`src/rtl/ps2_rx_frame_pkg.sv`:
```
// Shared PS/2 receive definitions: FSM states, frame geometry, break code and parity helper.
package ps2_rx_frame_pkg;

  typedef enum logic [1:0] {
    IDLE = 2'd0,
    DPS  = 2'd1,
    STOP = 2'd2,
    LOAD = 2'd3
  } state_t;

  localparam int PS2_DATA_BITS  = 8;
  localparam int PS2_FRAME_BITS = 11;
  localparam logic [PS2_DATA_BITS-1:0] PS2_BREAK = 8'hF0;

  // Odd parity over data plus parity bit: the XOR of all nine bits must be 1.
  function automatic logic parity_ok(input logic [PS2_DATA_BITS:0] bits);
    return ^bits;
  endfunction

endpackage

```
`src/rtl/ps2_rx_frame_clk_filter.sv`:
```
// Synchronises the raw PS/2 lines, debounces ps2c and emits a one-cycle falling-edge strobe.
module ps2_rx_frame_clk_filter #(
  parameter int FILTER_LEN = 8
) (
  input  logic clk,
  input  logic reset,
  input  logic ps2c,
  input  logic ps2d,
  output logic fall,
  output logic d_sync
);

  logic [1:0]            c_sync;
  logic [1:0]            d_sync_r;
  logic [FILTER_LEN-1:0] filt;
  logic                  f_clk;
  logic                  f_clk_q;

  // f_clk only moves once the whole history agrees, so shorter glitches leave it untouched.
  always_ff @(posedge clk or negedge reset) begin
    if (!reset) begin
      c_sync   <= '1;
      d_sync_r <= '1;
      filt     <= '1;
      f_clk    <= 1'b1;
      f_clk_q  <= 1'b1;
    end else begin
      c_sync   <= {c_sync[0], ps2c};
      d_sync_r <= {d_sync_r[0], ps2d};
      filt     <= {filt[FILTER_LEN-2:0], c_sync[1]};
      if (&filt)
        f_clk <= 1'b1;
      else if (~|filt)
        f_clk <= 1'b0;
      f_clk_q  <= f_clk;
    end
  end

  assign fall   = f_clk_q & ~f_clk;
  assign d_sync = d_sync_r[1];

endmodule

```
`src/rtl/ps2_rx_frame.sv`:
```
// PS/2 device-to-host frame receiver: deframes start/8 data/odd parity/stop and flags bad frames.
module ps2_rx_frame
  import ps2_rx_frame_pkg::*;
#(
  parameter int FILTER_LEN  = 8,
  parameter int TIMEOUT_CYC = 50000
) (
  input  logic                     clk,
  input  logic                     reset,
  input  logic                     rx_en,
  input  logic                     ps2c,
  input  logic                     ps2d,
  output logic [PS2_DATA_BITS-1:0] dout,
  output logic                     ready,
  output logic                     parity_err,
  output logic                     frame_err
);

  localparam int TW = (TIMEOUT_CYC > 1) ? $clog2(TIMEOUT_CYC) : 1;
  localparam logic [TW-1:0] TMO_LAST = TW'(TIMEOUT_CYC - 1);
  localparam logic [3:0]    N_BITS   = 4'(PS2_FRAME_BITS - 2);

  state_t                   state, state_d;
  logic [3:0]               n, n_d;
  logic [PS2_DATA_BITS:0]   sh, sh_d;
  logic                     stop, stop_d;
  logic [TW-1:0]            tmo, tmo_d;
  logic [PS2_DATA_BITS-1:0] dout_d;
  logic                     ready_d, perr_d, ferr_d;
  logic                     fall, d_s;
  logic                     tmo_hit;

  ps2_rx_frame_clk_filter #(.FILTER_LEN(FILTER_LEN)) u_filter (
    .clk    (clk),
    .reset  (reset),
    .ps2c   (ps2c),
    .ps2d   (ps2d),
    .fall   (fall),
    .d_sync (d_s)
  );

  assign tmo_hit = ((state == DPS) || (state == STOP)) && (tmo == TMO_LAST);

  always_ff @(posedge clk or negedge reset) begin
    if (!reset) begin
      state      <= IDLE;
      n          <= '0;
      sh         <= '0;
      stop       <= 1'b0;
      tmo        <= '0;
      dout       <= '0;
      ready      <= 1'b0;
      parity_err <= 1'b0;
      frame_err  <= 1'b0;
    end else begin
      state      <= state_d;
      n          <= n_d;
      sh         <= sh_d;
      stop       <= stop_d;
      tmo        <= tmo_d;
      dout       <= dout_d;
      ready      <= ready_d;
      parity_err <= perr_d;
      frame_err  <= ferr_d;
    end
  end

  // Timeout is tested before fall so an edge coinciding with expiry is dropped, not taken as a start bit.
  always_comb begin
    state_d = state;
    n_d     = n;
    sh_d    = sh;
    stop_d  = stop;
    tmo_d   = tmo;
    dout_d  = dout;
    ready_d = 1'b0;
    perr_d  = 1'b0;
    ferr_d  = 1'b0;
    case (state)
      IDLE: begin
        tmo_d = '0;
        if (fall && rx_en && !d_s) begin
          state_d = DPS;
          n_d     = N_BITS;
        end
      end
      DPS: begin
        if (tmo_hit) begin
          ferr_d  = 1'b1;
          sh_d    = '0;
          state_d = IDLE;
        end else if (fall) begin
          sh_d  = {d_s, sh[PS2_DATA_BITS:1]};
          n_d   = n - 4'd1;
          tmo_d = '0;
          if (n == 4'd1)
            state_d = STOP;
        end else begin
          tmo_d = tmo + TW'(1);
        end
      end
      STOP: begin
        if (tmo_hit) begin
          ferr_d  = 1'b1;
          sh_d    = '0;
          state_d = IDLE;
        end else if (fall) begin
          stop_d  = d_s;
          tmo_d   = '0;
          state_d = LOAD;
        end else begin
          tmo_d = tmo + TW'(1);
        end
      end
      LOAD: begin
        state_d = IDLE;
        if (parity_ok(sh) && stop) begin
          dout_d  = sh[PS2_DATA_BITS-1:0];
          ready_d = 1'b1;
        end
        perr_d = ~parity_ok(sh);
        ferr_d = ~stop;
      end
      default: state_d = IDLE;
    endcase
  end

endmodule

```
`config.mk`:
```
export PLATFORM = sky130hd
export DESIGN_NAME = ps2_rx_frame
export DESIGN_NICKNAME = d
export VERILOG_FILES = /design/src/rtl/ps2_rx_frame_pkg.sv /design/src/rtl/ps2_rx_frame_clk_filter.sv /design/src/rtl/ps2_rx_frame.sv
export SDC_FILE = /design/constraint.sdc
export NUM_CORES = 1
export LEC_CHECK = 0
export CAP_MARGIN = 20
export CORE_MARGIN = 2
export CORE_UTILIZATION = 53
export CTS_CLUSTER_DIAMETER = 100
export DETAILED_ROUTE_END_ITERATION = 12
export GPL_TIMING_DRIVEN = 0
export PLACE_DENSITY = 0.82
export SLEW_MARGIN = 20
export SYNTH_ARGS = -nofsm -noshare
export SYNTH_HDL_FRONTEND = slang
export SYNTH_HIERARCHICAL = 1
export SYNTH_SLANG_ARGS = --single-unit
```
`constraint.sdc`:
```
create_clock -name clk -period 2.2 [get_ports clk]
set_input_delay 0.55 -clock clk [delete_from_list [all_inputs] [get_ports clk]]
set_output_delay 0.55 -clock clk [all_outputs]
set_load 0.03 [all_outputs]
```
======== Word level (Yosys, flattened, before mapping) ========
Cells that the tools add are included.
cells by class
  mux-type cells .......................... 25
  shift-type cells ........................ 0
  reductions and logical operators ........ 20
  divide/modulo/power cells ............... 0
  bitwise operators ....................... 5
  $mul .................................... 0
  equal/unequal tests ..................... 14
  add/subtract/negate cells ............... 2
  order comparisons ....................... 0
operator list
  kind                     number
  $mux W16                 2
  $pmux W16 S2             1
  $mux W9                  3
  $pmux W9 S2              1
  $add A16 B1 Y16 const B  1
  $eq A16 B16 Y1 const B   1
  $mux W2                  6
  $mux W4                  3
  $ne A2 B2 Y1 const B     5
  $reduce_xor A9 Y1        1
  $pmux W2 S4              1
  $pmux W4 S2              1
  $reduce_and A4 Y1        2
  $reduce_and A8 Y1        1
  $reduce_or A8 Y1         1
  $mux W1                  6
  $ne A3 B3 Y1 const B     2
  $reduce_and A3 Y1        2
  $reduce_bool A2 Y1       3
  $eq A2 B2 Y1 const B     2
  $eq A4 B1 Y1 const B     1
  $logic_and A1 B1 Y1      4
  $not A1 Y1               4
  $reduce_and A2 Y1        2
  other kinds (10)         10
word-level totals
  output and inout port bits .............. 11
  bits in latches ......................... 0
  bits in registers ....................... 57
  input port bits ......................... 5
  memory bits (read-only) ................. 0
  memories ................................ 0
  memory bits (writable) .................. 0
  logic and storage cells ................. 80

======== Logic depth before layout (Yosys ltp) ========
  word-level depth ........................ 6
  gate-level depth with buffers ........... 9
  gate-level depth less buffers ........... 7

======== Hierarchy ========
The synthesis kept the hierarchy.
modules (own cells, without submodules)
  module                   instances  area each (um^2)  seq. area each (um^2)  cells each
  ps2_rx_frame             1          2,313.5           1,076.0                242
  ps2_rx_frame_clk_filter  1          411.6             367.9                  21

======== Worst setup path after synthesis ========
OpenSTA, ideal clock, no wires.
  path kind ............................... register to register
  start point ............................. register tmo[5]
  end point ............................... register stop
  slack ................................... 0.059 ns
  data required time ...................... 2.075 ns
  stages on the path, launching flop included .. 6
  path buffers ............................ 0
  arrival ................................. 2.016 ns
  clock period less this slack ............ 2.141 ns
  setup time .............................. 0.125 ns
  path through ............................ dfrtp_1 or4_4 nor4_4 nand3_1 nand3_1 mux2_2
on the way
  longest elaborated chain between the ends .. 4
ends and longest elaborated chain
  element                             RTL line            RTL
  start, declared                     ps2_rx_frame.sv:27  logic [TW-1:0] tmo, tmo_d;
  start signal, assigned              ps2_rx_frame.sv:60  tmo <= tmo_d;
  $eq A16 B16 Y1                      ps2_rx_frame.sv:42  assign tmo_hit = ((state == DPS) || (state == STOP)) && (tmo == TMO_LAST);
  $logic_and A1 B1 Y1                 ps2_rx_frame.sv:42
  $not A1 Y1 (no source line)         -
  $reduce_and A3 Y1 (no source line)  -
  end signal, assigned                ps2_rx_frame.sv:59  stop <= stop_d;
  end, declared                       ps2_rx_frame.sv:26  logic stop, stop_d;
Every way passes these cells.
A chain may end at the register's enable or synchronous reset.

======== Worst setup path after layout ========
  start point ............................. register tmo[5]
  end point ............................... register n[1]
on the way
  longest elaborated chain between the ends .. 4
ends and longest elaborated chain
  element                             RTL line            RTL
  $eq A16 B16 Y1                      ps2_rx_frame.sv:42
  $logic_and A1 B1 Y1                 ps2_rx_frame.sv:42
  $ne A2 B2 Y1 (no source line)       -
  $reduce_and A4 Y1 (no source line)  -
  end signal, assigned                ps2_rx_frame.sv:57  n <= n_d;
  end, declared                       ps2_rx_frame.sv:24  logic [3:0] n, n_d;
Every way passes these cells.

==> impl_results.md <==
* Pleak at ~0.0014 µW
* Seq. cell area at 0.00145 mm²
* Global Route Usage Sum at 21.6%
* Met3 Wirelength at 252 µm
* Switching pwr at 1210 µW
* Fin Clk Skew at between 0.01 and 0.015 ns
* Slowest-stage cell, CP: or4_4
* Status: complete, no violations
* Max-slew violations at 0
* Number of flops mapped to enable cells by yosys at 0
* Placed Cells at between 300 and 400
* R2R Setup Slk at about 0.056 ns
* Die Area at around 0.0057 mm²
* Vias per cell at roughly 5.7
* Sequential power share at between 30% and 40%
* # H-tree levels at 3
* Critical path arrival at 2.36 ns
* Setup violators final at 0
* Fraction of layout cells with a size suffix above 1 at about a fifth
* WHS at ~0.25 ns
* Seq/Total Area, Yosys at a little over half
* Synth area leaders: dfrtp_1, dfstp_2, o21ai_0
* Router iterations before antenna repair at 4
* Tcrit/Tclk final at 97.4%
* Net count, final at around 300
* Max Clock Freq at 0.467 GHz
* RD Place Congestion at 0.828
* Synth Register Bits at 57
* Synth Instances at approximately 260
* Initial DRC count at about 170
* HPWL after detailed placement at 3580 µm
* CTS tree: yes
* WL met1 at roughly 2300 µm
* CP max stage delay at approximately 0.56 ns
* WL/cell at about 15 µm
* Design Power at 3420 µW
* Root Driver: clkbuf_8
* Die span in y at between 70 and 80 µm
* Post-route DRC at 0
* I/O pin total at 16
* GRT overflow at 0
* Crit Path Category: flip-flop to flip-flop
* Post-Route Setup TNS at 0 ns
* Worst Max-Slew Pin Slew at roughly 0.68 ns
* Clock Power Share at 28.0%
* Critical path's most frequent cell: or4_4
* Fin cells at 365
* Worst setup startpoint: tmo[5]
* ANT cells at 0
* Critical path capture point type: flip-flop
* Max-cap violation count at 0
* First-pass GRT wire length at 9080 µm
* Crit path max fanout at 5
* Internal at 2210 µW
* Die Width at between 70 and 80 µm
* Maximum clock path buffer count at 2
* Via count at 2070
* I/O Buffers at 15
* Max-slew headroom at 54.6%
* Final Critical Period at 2.14 ns
* RSZ-0062 raised after global routing: true
* Worst setup endpoint: n[1]
* Cell Area, Synth at between 0.002 and 0.003 mm²
* Initial antenna violation count at 0
* WP data required at 2.42 ns
* Vias in the first global route at 1969
* Switching Share at 35.5%
* Crit start category: flip-flop
* HP Class: input port to async pin
* Synthesized area per cell at around 10 µm²
* Top FF cell, synth: dfrtp_1
* Synth top area share at approximately two fifths
* Clock sinks at 57
* Hold Fails Final Rpt at 0
* YS warnings at 6
* Routed wl met2 at about 2600 µm
* Largest net degree at the start of global routing at slightly below 60
* Initial Util at between 50 and 60%
* Synth area leader: dfrtp_1
* CTS Buf Count at 9
* Final Cell Area at 0.00325 mm²
* Worst-Skew Late Latency at around 0.34 ns
* R2R Path End: n[1]
* Power share of the combinational group at between 30% and 40%
* Row cnt at 26
* Worst R2R Path Depth at 5
* Crit path cell chain: or4_4, or4_4, o211ai_1, o21ai_1, a22o_1
* Total power per unit cell area at between 1000 and 1500 mW/mm²
* Area Growth Syn to Fin at 19.3%
* Fillers at just under 400
* Detailed-route wire length at around 5300 µm
* Critical R2R Launch: tmo[5]
* Asr flop ratio synth at 100%
* Core area at 0.00504 mm²
* Clock transition at path regs at approximately 0.070 ns
* Multi-input gate area in the final layout at between 0.001 and 0.0015 mm²
* Antenna-violating nets left at 0
* Net count after synthesis at 275
* Post-synth cell types at 50
* Top routing layer used: met4
* Peak VDD IR at ~0.00063 V
* DP Area at 0.00296 mm²
layout by cell type (no fill, tap or decap), types with 2 or more instances in the layout:
master           count
o21ai_1              3
or4_1                2
clkdlybuf4s50_1     14
xor2_1               7
nand4_1              6
a31oi_1              3
clkbuf_8            10
mux2i_1              9
dfstp_2             14
nand2_1             26
nand3_1              7
or4_4                2
clkbuf_1             3
ha_1                 6
buf_4                4
nor2b_1              4
o21ai_0             34
a22oi_1              2
nor2_1              15
clkinvlp_4           2
o41ai_1              3
nand2b_1             5
clkbuf_2             2
a22o_1               3
buf_6                3
inv_1               17
o31ai_1              2
a211oi_1             2
dfrtp_1             41
clkinv_2             2
o211ai_1             2
dfrtp_2              2
xnor2_1              4
and3_1               4
a21oi_1              5
what timing repair did:
action | in CTS | in global routing
setup endpoints to repair | 34 | 35
hold buffers | 0 | 0
gates resized for setup | 8 | 10
setup buffers | 1 | 2
pin swaps | 2 | 1
hold endpoints to repair | 0 | 0
gates cloned | 1 | 0
layer usage:
metal / GRT usage, % / up-vias
li1: - / 989
met1: 26.3 / 1019
met2: 35.3 / 53
met3: 7.54 / 9
met4: 8.38 / 0
met5: 0 / -
worst min path at each step:
stage	from	to	slack, ns
CTS	reset	state[0]	0.27
floorplan	reset	dout[0]	0.25
finish	reset	dout[0]	0.25
detailed placement	u_filter/d_sync_r[0]	u_filter/d_sync_r[1]	0.35
global route	reset	dout[0]	0.30
global placement	u_filter/c_sync[0]	u_filter/c_sync[1]	0.35
worst max-delay path, delay by kind of cell, from the launching register on:
kind | cells | cell delay [ns]
and+or+nand+nor | 2 | 1.04
DFF | 1 | 0.43
AOI/OAI and AO/OA | 3 | 0.55
cells by family after synthesis:
| group | share of synthesized area [%] |
|---|---|
| AOI/OAI and AO/OA | 15.4 |
| xor gates and xnor gates | 4.68 |
| adders and majority gates | 3.21 |
| buffers and inverters | 3.99 |
| DFF | 53.0 |
| muxes | 3.72 |
| and+or+nand+nor | 16.0 |
synth_stat cells, types with 2 or more instances:
| cell type | count |
|---|---|
| dfrtp_1 | 43 |
| o21ai_0 | 34 |
| nand2_1 | 26 |
| inv_1 | 17 |
| nor2_1 | 15 |
| dfstp_2 | 14 |
| mux2i_1 | 9 |
| clkbuf_1 | 7 |
| ha_1 | 7 |
| nand3_1 | 7 |
| xor2_1 | 7 |
| nand4_1 | 6 |
| a21oi_1 | 5 |
| nand2b_1 | 5 |
| xnor2_1 | 5 |
| a31oi_1 | 4 |
| and3_1 | 4 |
| nor2b_1 | 4 |
| a22o_1 | 3 |
| o21ai_1 | 3 |
| o41ai_1 | 3 |
| a211oi_1 | 2 |
| a22oi_1 | 2 |
| o211ai_1 | 2 |
| o31ai_1 | 2 |
| or4_1 | 2 |
| or4_4 | 2 |
power by group through the flow:
stage | Combinational, µW | Clock (µW) | Sequential, µW
floorplan | 801 | 0 | 1290
global placement | 1010 | 0 | 1300
detailed placement | 1040 | 0 | 1310
CTS | 1110 | 982 | 1290
global route | 1310 | 1030 | 1310
finish | 1170 | 959 | 1290
stage by stage:
| stage | util (%) | worst slack [ns] |
|---|---|---|
| CTS | 63.7 | 0.00522 |
| floorplan | - | 0.0594 |
| finish | 64.5 | 0.0564 |
| detailed placement | 58.7 | -0.223 |
| global placement | 58.8 | -1.05 |
| global route | 64.5 | -0.0374 |
flip-flops by register name, indices dropped and copies added (netlist names):
signal             flops
frame_err              1
u_filter/c_sync        2
stop                   1
u_filter/filt          8
dout                   8
u_filter/f_clk         1
state                  2
sh                     9
tmo                   16
u_filter/f_clk_q       1
parity_err             1
n                      4
ready                  1
u_filter/d_sync_r      2
area by class of cell:
class / instances / share of cell area, %
repair buffers: 19 / 5.58
well taps: 70 / 2.69
inverters: 17 / 1.96
flip-flops and latches: 57 / 44.5
clock buffers: 11 / 4.35
multi-input cells: 180 / 38.0
clock inverters: 5 / 1.69
plain buffers: 6 / 1.23
No activity file was read; power rests on OpenSTA's default activity.
